File: config.mk
export PLATFORM = sky130hd
export DESIGN_NAME = data_mem_arbiter
export DESIGN_NICKNAME = d
export VERILOG_FILES = /design/src/rtl/data_mem_arbiter.sv
export SDC_FILE = /design/constraint.sdc
export NUM_CORES = 1
export LEC_CHECK = 0
export CAP_MARGIN = 20
export CORE_MARGIN = 10
export CORE_UTILIZATION = 44
export CTS_CLUSTER_SIZE = 8
export DETAILED_ROUTE_END_ITERATION = 7
export GPL_ROUTABILITY_DRIVEN = 0
export PLACE_DENSITY = 0.88
export SLEW_MARGIN = 0
export SYNTH_ARGS = -nofsm -noshare
export SYNTH_HDL_FRONTEND = slang
export SYNTH_SLANG_ARGS = --single-unit
File: constraint.sdc
create_clock -name clk -period 3.1 [get_ports clk]
set_input_delay 0.62 -clock clk [delete_from_list [all_inputs] [get_ports clk]]
set_output_delay 0.62 -clock clk [all_outputs]
set_load 0.02 [all_outputs]
File: src/rtl/data_mem_arbiter.sv
// Two-master arbiter for a single-ported data memory: the CPU MEM stage and a loader/DMA port
// share one access slot, granted round-robin on ties; each access takes MEM_LAT cycles.
module data_mem_arbiter #(
  parameter int unsigned WORD_LENGTH = 8,
  parameter int unsigned ADDR_LENGTH = 8,
  parameter int unsigned MEM_LAT     = 2
) (
  input  logic                   clk,
  input  logic                   rst,
  input  logic                   cpu_req,
  input  logic                   cpu_we,
  input  logic [ADDR_LENGTH-1:0] cpu_addr,
  input  logic [WORD_LENGTH-1:0] cpu_wdata,
  output logic [WORD_LENGTH-1:0] cpu_rdata,
  output logic                   cpu_done,
  output logic                   cpu_stall,
  input  logic                   dma_req,
  input  logic                   dma_we,
  input  logic [ADDR_LENGTH-1:0] dma_addr,
  input  logic [WORD_LENGTH-1:0] dma_wdata,
  output logic [WORD_LENGTH-1:0] dma_rdata,
  output logic                   dma_done,
  output logic                   mem_read,
  output logic                   mem_write,
  output logic [ADDR_LENGTH-1:0] mem_addr,
  output logic [WORD_LENGTH-1:0] mem_wdata,
  input  logic [WORD_LENGTH-1:0] mem_rdata,
  output logic                   busy
);

  typedef enum logic [1:0] {StIdle, StAccess, StDone} state_e;

  // MEM_LAT is limited to 1..8, so the remaining-cycle count fits in 3 bits.
  localparam logic [2:0] CntLoad = 3'(MEM_LAT - 1);

  state_e                 state_q, state_d;
  logic [2:0]             cnt_q, cnt_d;
  logic                   last_grant_q, last_grant_d;  // 1 = DMA
  logic                   owner_q, owner_d;            // 1 = DMA
  logic                   we_q, we_d;
  logic [ADDR_LENGTH-1:0] addr_q, addr_d;
  logic [WORD_LENGTH-1:0] wdata_q, wdata_d;
  logic [WORD_LENGTH-1:0] cpu_rdata_q, cpu_rdata_d;
  logic [WORD_LENGTH-1:0] dma_rdata_q, dma_rdata_d;
  logic                   grant_dma;

  always_ff @(posedge clk or posedge rst) begin
    if (rst) begin
      state_q      <= StIdle;
      cnt_q        <= '0;
      last_grant_q <= 1'b1;
      owner_q      <= 1'b0;
      we_q         <= 1'b0;
      addr_q       <= '0;
      wdata_q      <= '0;
      cpu_rdata_q  <= '0;
      dma_rdata_q  <= '0;
    end else begin
      state_q      <= state_d;
      cnt_q        <= cnt_d;
      last_grant_q <= last_grant_d;
      owner_q      <= owner_d;
      we_q         <= we_d;
      addr_q       <= addr_d;
      wdata_q      <= wdata_d;
      cpu_rdata_q  <= cpu_rdata_d;
      dma_rdata_q  <= dma_rdata_d;
    end
  end

  // DMA wins only when the CPU is absent or the CPU held the previous grant.
  assign grant_dma = dma_req & (~cpu_req | ~last_grant_q);

  always_comb begin
    state_d      = state_q;
    cnt_d        = cnt_q;
    last_grant_d = last_grant_q;
    owner_d      = owner_q;
    we_d         = we_q;
    addr_d       = addr_q;
    wdata_d      = wdata_q;
    cpu_rdata_d  = cpu_rdata_q;
    dma_rdata_d  = dma_rdata_q;
    unique case (state_q)
      StIdle: begin
        if (cpu_req || dma_req) begin
          owner_d      = grant_dma;
          last_grant_d = grant_dma;
          we_d         = grant_dma ? dma_we    : cpu_we;
          addr_d       = grant_dma ? dma_addr  : cpu_addr;
          wdata_d      = grant_dma ? dma_wdata : cpu_wdata;
          cnt_d        = CntLoad;
          state_d      = StAccess;
        end
      end
      StAccess: begin
        if (cnt_q == 3'd0) begin
          if (!we_q) begin
            if (owner_q) dma_rdata_d = mem_rdata;
            else         cpu_rdata_d = mem_rdata;
          end
          state_d = StDone;
        end else begin
          cnt_d = cnt_q - 3'd1;
        end
      end
      StDone:  state_d = StIdle;
      default: state_d = StIdle;
    endcase
  end

  assign mem_read  = (state_q == StAccess) & ~we_q;
  assign mem_write = (state_q == StAccess) & we_q;
  assign mem_addr  = addr_q;
  assign mem_wdata = wdata_q;
  assign busy      = (state_q != StIdle);
  assign cpu_done  = (state_q == StDone) & ~owner_q;
  assign dma_done  = (state_q == StDone) & owner_q;
  assign cpu_stall = cpu_req & ~cpu_done;
  assign cpu_rdata = cpu_rdata_q;
  assign dma_rdata = dma_rdata_q;

endmodule

==> results by group <==
Floorplan
  • Die ar.: 0.00717 mm²
  • Starting density of the core: 0.457
  • Core ar.: 0.00403 mm²
  • Number of I/O pins: 84
  • Die H: 84.7 µm
  • Row cnt: 23
  • Chip width: 84.7 µm

CTS
  • Longest Clk Path Bufs: 2
  • Resize count post-CTS: 0
  • Clock root cell: clkbuf_8
  • Total CTS buffers: 5
  • Setup Buffers After CTS: 0
  • Worst-path clk slew: 0.07 ns
  • H-tree depth: 2
  • Worst-Skew Late Latency: 0.28 ns
  • CTS Hold Bufs: 0
  • CTS tree: done
  • CTS Sinks: 40

Worst hold path
  • Hold Path Sink: cnt_q[1]
  • Worst Hold Class: reg -> reg
  • Worst min-delay path startpoint: cnt_q[1]
  • Hold-critical path depth: 1

Timing
  • RSZ-0062 raised after global routing: false
  • Max Clock Skew: 0.00664 ns
  • Setup-failing EPs final: 0
  • Pins Over Slew Limit: 0
  • Final worst-path cycle share: 0.808
  • Max-slew headroom: 0.392
  • Max frequency: 399 MHz
  • Least-Margin Pin Slew: 0.906 ns
  • Setup TNS: 0 ns
  • Final hold violation count: 0
  • Min Tclk post-route: 2.51 ns

Critical path
  • Worst r2r src: last_grant_q
  • Slowest stage delay, CP: 0.62 ns
  • CP dominant cell by count: clkdlybuf4s50_1
  • Setup CP Type: in -> out
  • Reg2Reg Setup Slack: 1.54 ns
  • Crit-path cells: clkdlybuf4s50_1, nor2b_1, clkdlybuf4s50_1
  • Slowest CP cell: clkdlybuf4s50_1
  • Worst r2r dst: we_q
  • Worst R2R Path Depth: 3
  • Critical Path Source Type: input pin
  • Required time worst endpoint: 2.48 ns
  • Worst setup EP type: output port
  • CP Data Arrival Time: 1.89 ns
  • Crit Path Max Fanout: 4

Logic synthesis
  • Synth Warn #: 0
  • Seq cells post-synth: 40
  • Synth cell types: 31
  • Synthesized area: 0.00184 mm²
  • Largest family of logic cells by synthesized area: multiplexers
  • Area leader, netlist: dfrtp_1
  • Top-area cell type share of the netlist area: 0.530
  • Synth Area in Adders: 0.0136
  • Post-Synth Simple-Gate Area: 0.0727
  • Mux contribution to synthesized area: 0.190
  • Syn nets: 198
  • Syn Inst Count: 150
  • Synth top area cells: dfrtp_1 53%, mux2_2 9.8%, mux2i_1 9.2%
  • Sequential area share after synthesis: 0.545
  • Compound-Gate Fraction of Synth Area: 0.137
  • Synth Area in XOR/XNOR: 0
  • Mean Syn Cell Area: 12.3 µm²

Final layout
  • Area growth, synth to finish: 51.5%
  • Antenna cells: 0
  • Filler instances: 318
  • Share of layout cells above drive strength 1: 0.151
  • Cell area after layout: 0.00279 mm²
  • Nets: 280

Global routing
  • Global-route wire length before repair: 7.65 mm
  • Met2 usage: 0.211
  • Met3 Track Usage GR: 0.0783
  • GRT Max-Usage Layer: met2
  • Met1 track demand over resource: 0.136
  • GR Util All Layers: 0.127
  • Largest net degree at the start of global routing: 39
  • Vias in the first global route: 1610
  • GR Overflow Total: 0
  • Initial antenna violation count: 0

Run
  • Max cap viols: 0

Place
  • Number of port buffers: 83
  • Area after DPL: 0.00269 mm²
  • DPL Wire Length: 3.60 mm

Drt
  • WL final: 4.61 mm
  • First DRT Iteration DRCs: 37
  • WL/cell: 16.3 µm
  • Vias: 1437
  • Vias/cell: 5.10
  • Antenna Nets Post-Route: 0
  • Remaining routing DRC violations: 0
  • DR pass1 iterations: 4

Pwr
  • Max VDD drop: 0.000423 V
  • Leakage: 1.21 nW
  • Pwr Density: 1000 mW/mm²

Status
  • Status: finished clean
worst max-delay path, delay by kind of cell:
family,cells,cell delay [ns]
buffers and inverters,2,1.12
AND/OR/NAND/NOR,1,0.14
logic make-up (layout without fill, tap and decap cells):
| family | after synthesis | count (layout) |
|---|---|---|
| flip-flops | 40 | 40 |
| AO/OA/AOI/OAI | 42 | 42 |
| buffers and inverters | 15 | 97 |
| AND/OR/NAND/NOR | 18 | 18 |
| multiplexers | 33 | 33 |
| adder cells (fa/ha/maj) | 2 | 2 |
flip-flops by register name, indices dropped and copies added, names as in the netlist:
signal and flops:
owner_q 1, last_grant_q 1, cnt_q 3, we_q 1, state_q 2, dma_rdata 8
cpu_rdata 8, mem_wdata 8, mem_addr 8
routing by layer:
| layer | share of wire | vias to the layer above |
|---|---|---|
| met5 | 0 | - |
| met4 | 0.0041 | 0 |
| met3 | 0.10 | 2 |
| met2 | 0.50 | 55 |
| met1 | 0.40 | 670 |
| li1 | - | 710 |
how the worst max path moves through the flow:
stage | from | endpoint | slack [ns]
after floorplan | owner_q | cpu_stall | 1.20
after detailed placement | cpu_req | cpu_stall | 0.59
after CTS | cpu_req | cpu_stall | 0.59
after global routing | cpu_req | cpu_stall | 0.54
after global placement | cpu_req | cpu_stall | 0.62
final | cpu_req | cpu_stall | 0.59
cell type report:
cell class / count / area (µm²) / area share
Tap cell: 50 / 62.6 / 0.0224
Multi-Input combinational cell: 95 / 763 / 0.274
Timing Repair Buffer: 85 / 846 / 0.303
Sequential cell: 40 / 1000 / 0.359
Inverter: 5 / 18.8 / 0.00673
Clock buffer: 7 / 96.3 / 0.0345
power by group:
group | leakage [nW] | switching, mW | internal (mW) | total (mW)
sequential | 0.458 | 0.156 | 0.788 | 0.944
combinational | 0.700 | 0.744 | 0.742 | 1.49
clock | 0.0503 | 0.163 | 0.198 | 0.361
metrics by stage:
| stage | utilization | power [mW] | hold slack (ns) | setup slack, ns | instances |
|---|---|---|---|---|---|
| 2_1_floorplan | - | 1.78 | 0.456 | 1.20 | 150 |
| 3_5_place_dp | 0.668 | 2.46 | 0.479 | 0.587 | 275 |
| 6_report | 0.692 | 2.79 | 0.493 | 0.594 | 282 |
| 4_1_cts | 0.692 | 2.83 | 0.495 | 0.587 | 282 |
| 3_3_place_gp | 0.668 | 2.41 | 0.478 | 0.619 | 275 |
| 5_1_grt | 0.692 | 2.98 | 0.506 | 0.539 | 282 |
synthesized netlist by cell type, drive strengths merged:
master / n
clkbuf: 2
a22oi: 1
dfstp: 1
and2: 1
a31oi: 18
nand2: 3
nor3b: 1
mux2: 16
nand3b: 2
and3: 1
inv: 5
nor2b: 2
and4bb: 1
ha: 2
nor2: 2
or2: 1
buf: 8
dfrtp: 39
and2b: 1
a31o: 1
a21bo: 1
nor3: 1
and3b: 1
a21oi: 19
nand2b: 1
o2bb2ai: 2
mux2i: 17
placed cells by master, fill, tap and decap left out:
master | synthesis | final
a21oi_1 | 19 | 19
and2_1 | 1 | 1
dfstp_2 | 1 | 1
clkdlybuf4s50_1 | 0 | 83
nor2_1 | 2 | 1
a21bo_2 | 1 | 1
o2bb2ai_1 | 2 | 2
and2b_2 | 1 | 1
mux2_2 | 16 | 16
buf_4 | 0 | 2
nor2b_1 | 2 | 2
nand2_1 | 2 | 2
dfrtp_1 | 39 | 39
ha_1 | 2 | 2
nor2_2 | 0 | 1
nor3b_1 | 1 | 1
a31oi_1 | 18 | 18
and3b_2 | 1 | 1
a31o_2 | 1 | 1
clkinv_1 | 0 | 1
nand2_2 | 1 | 1
nor3_1 | 1 | 1
nand3b_1 | 1 | 1
nand2b_1 | 1 | 1
inv_1 | 5 | 4
nand3b_4 | 1 | 1
and3_1 | 1 | 1
mux2i_1 | 17 | 17
a22oi_1 | 1 | 1
or2_2 | 1 | 1
and4bb_4 | 1 | 1
clkbuf_8 | 0 | 7
Note: power is estimated with default switching activity, not from simulation.
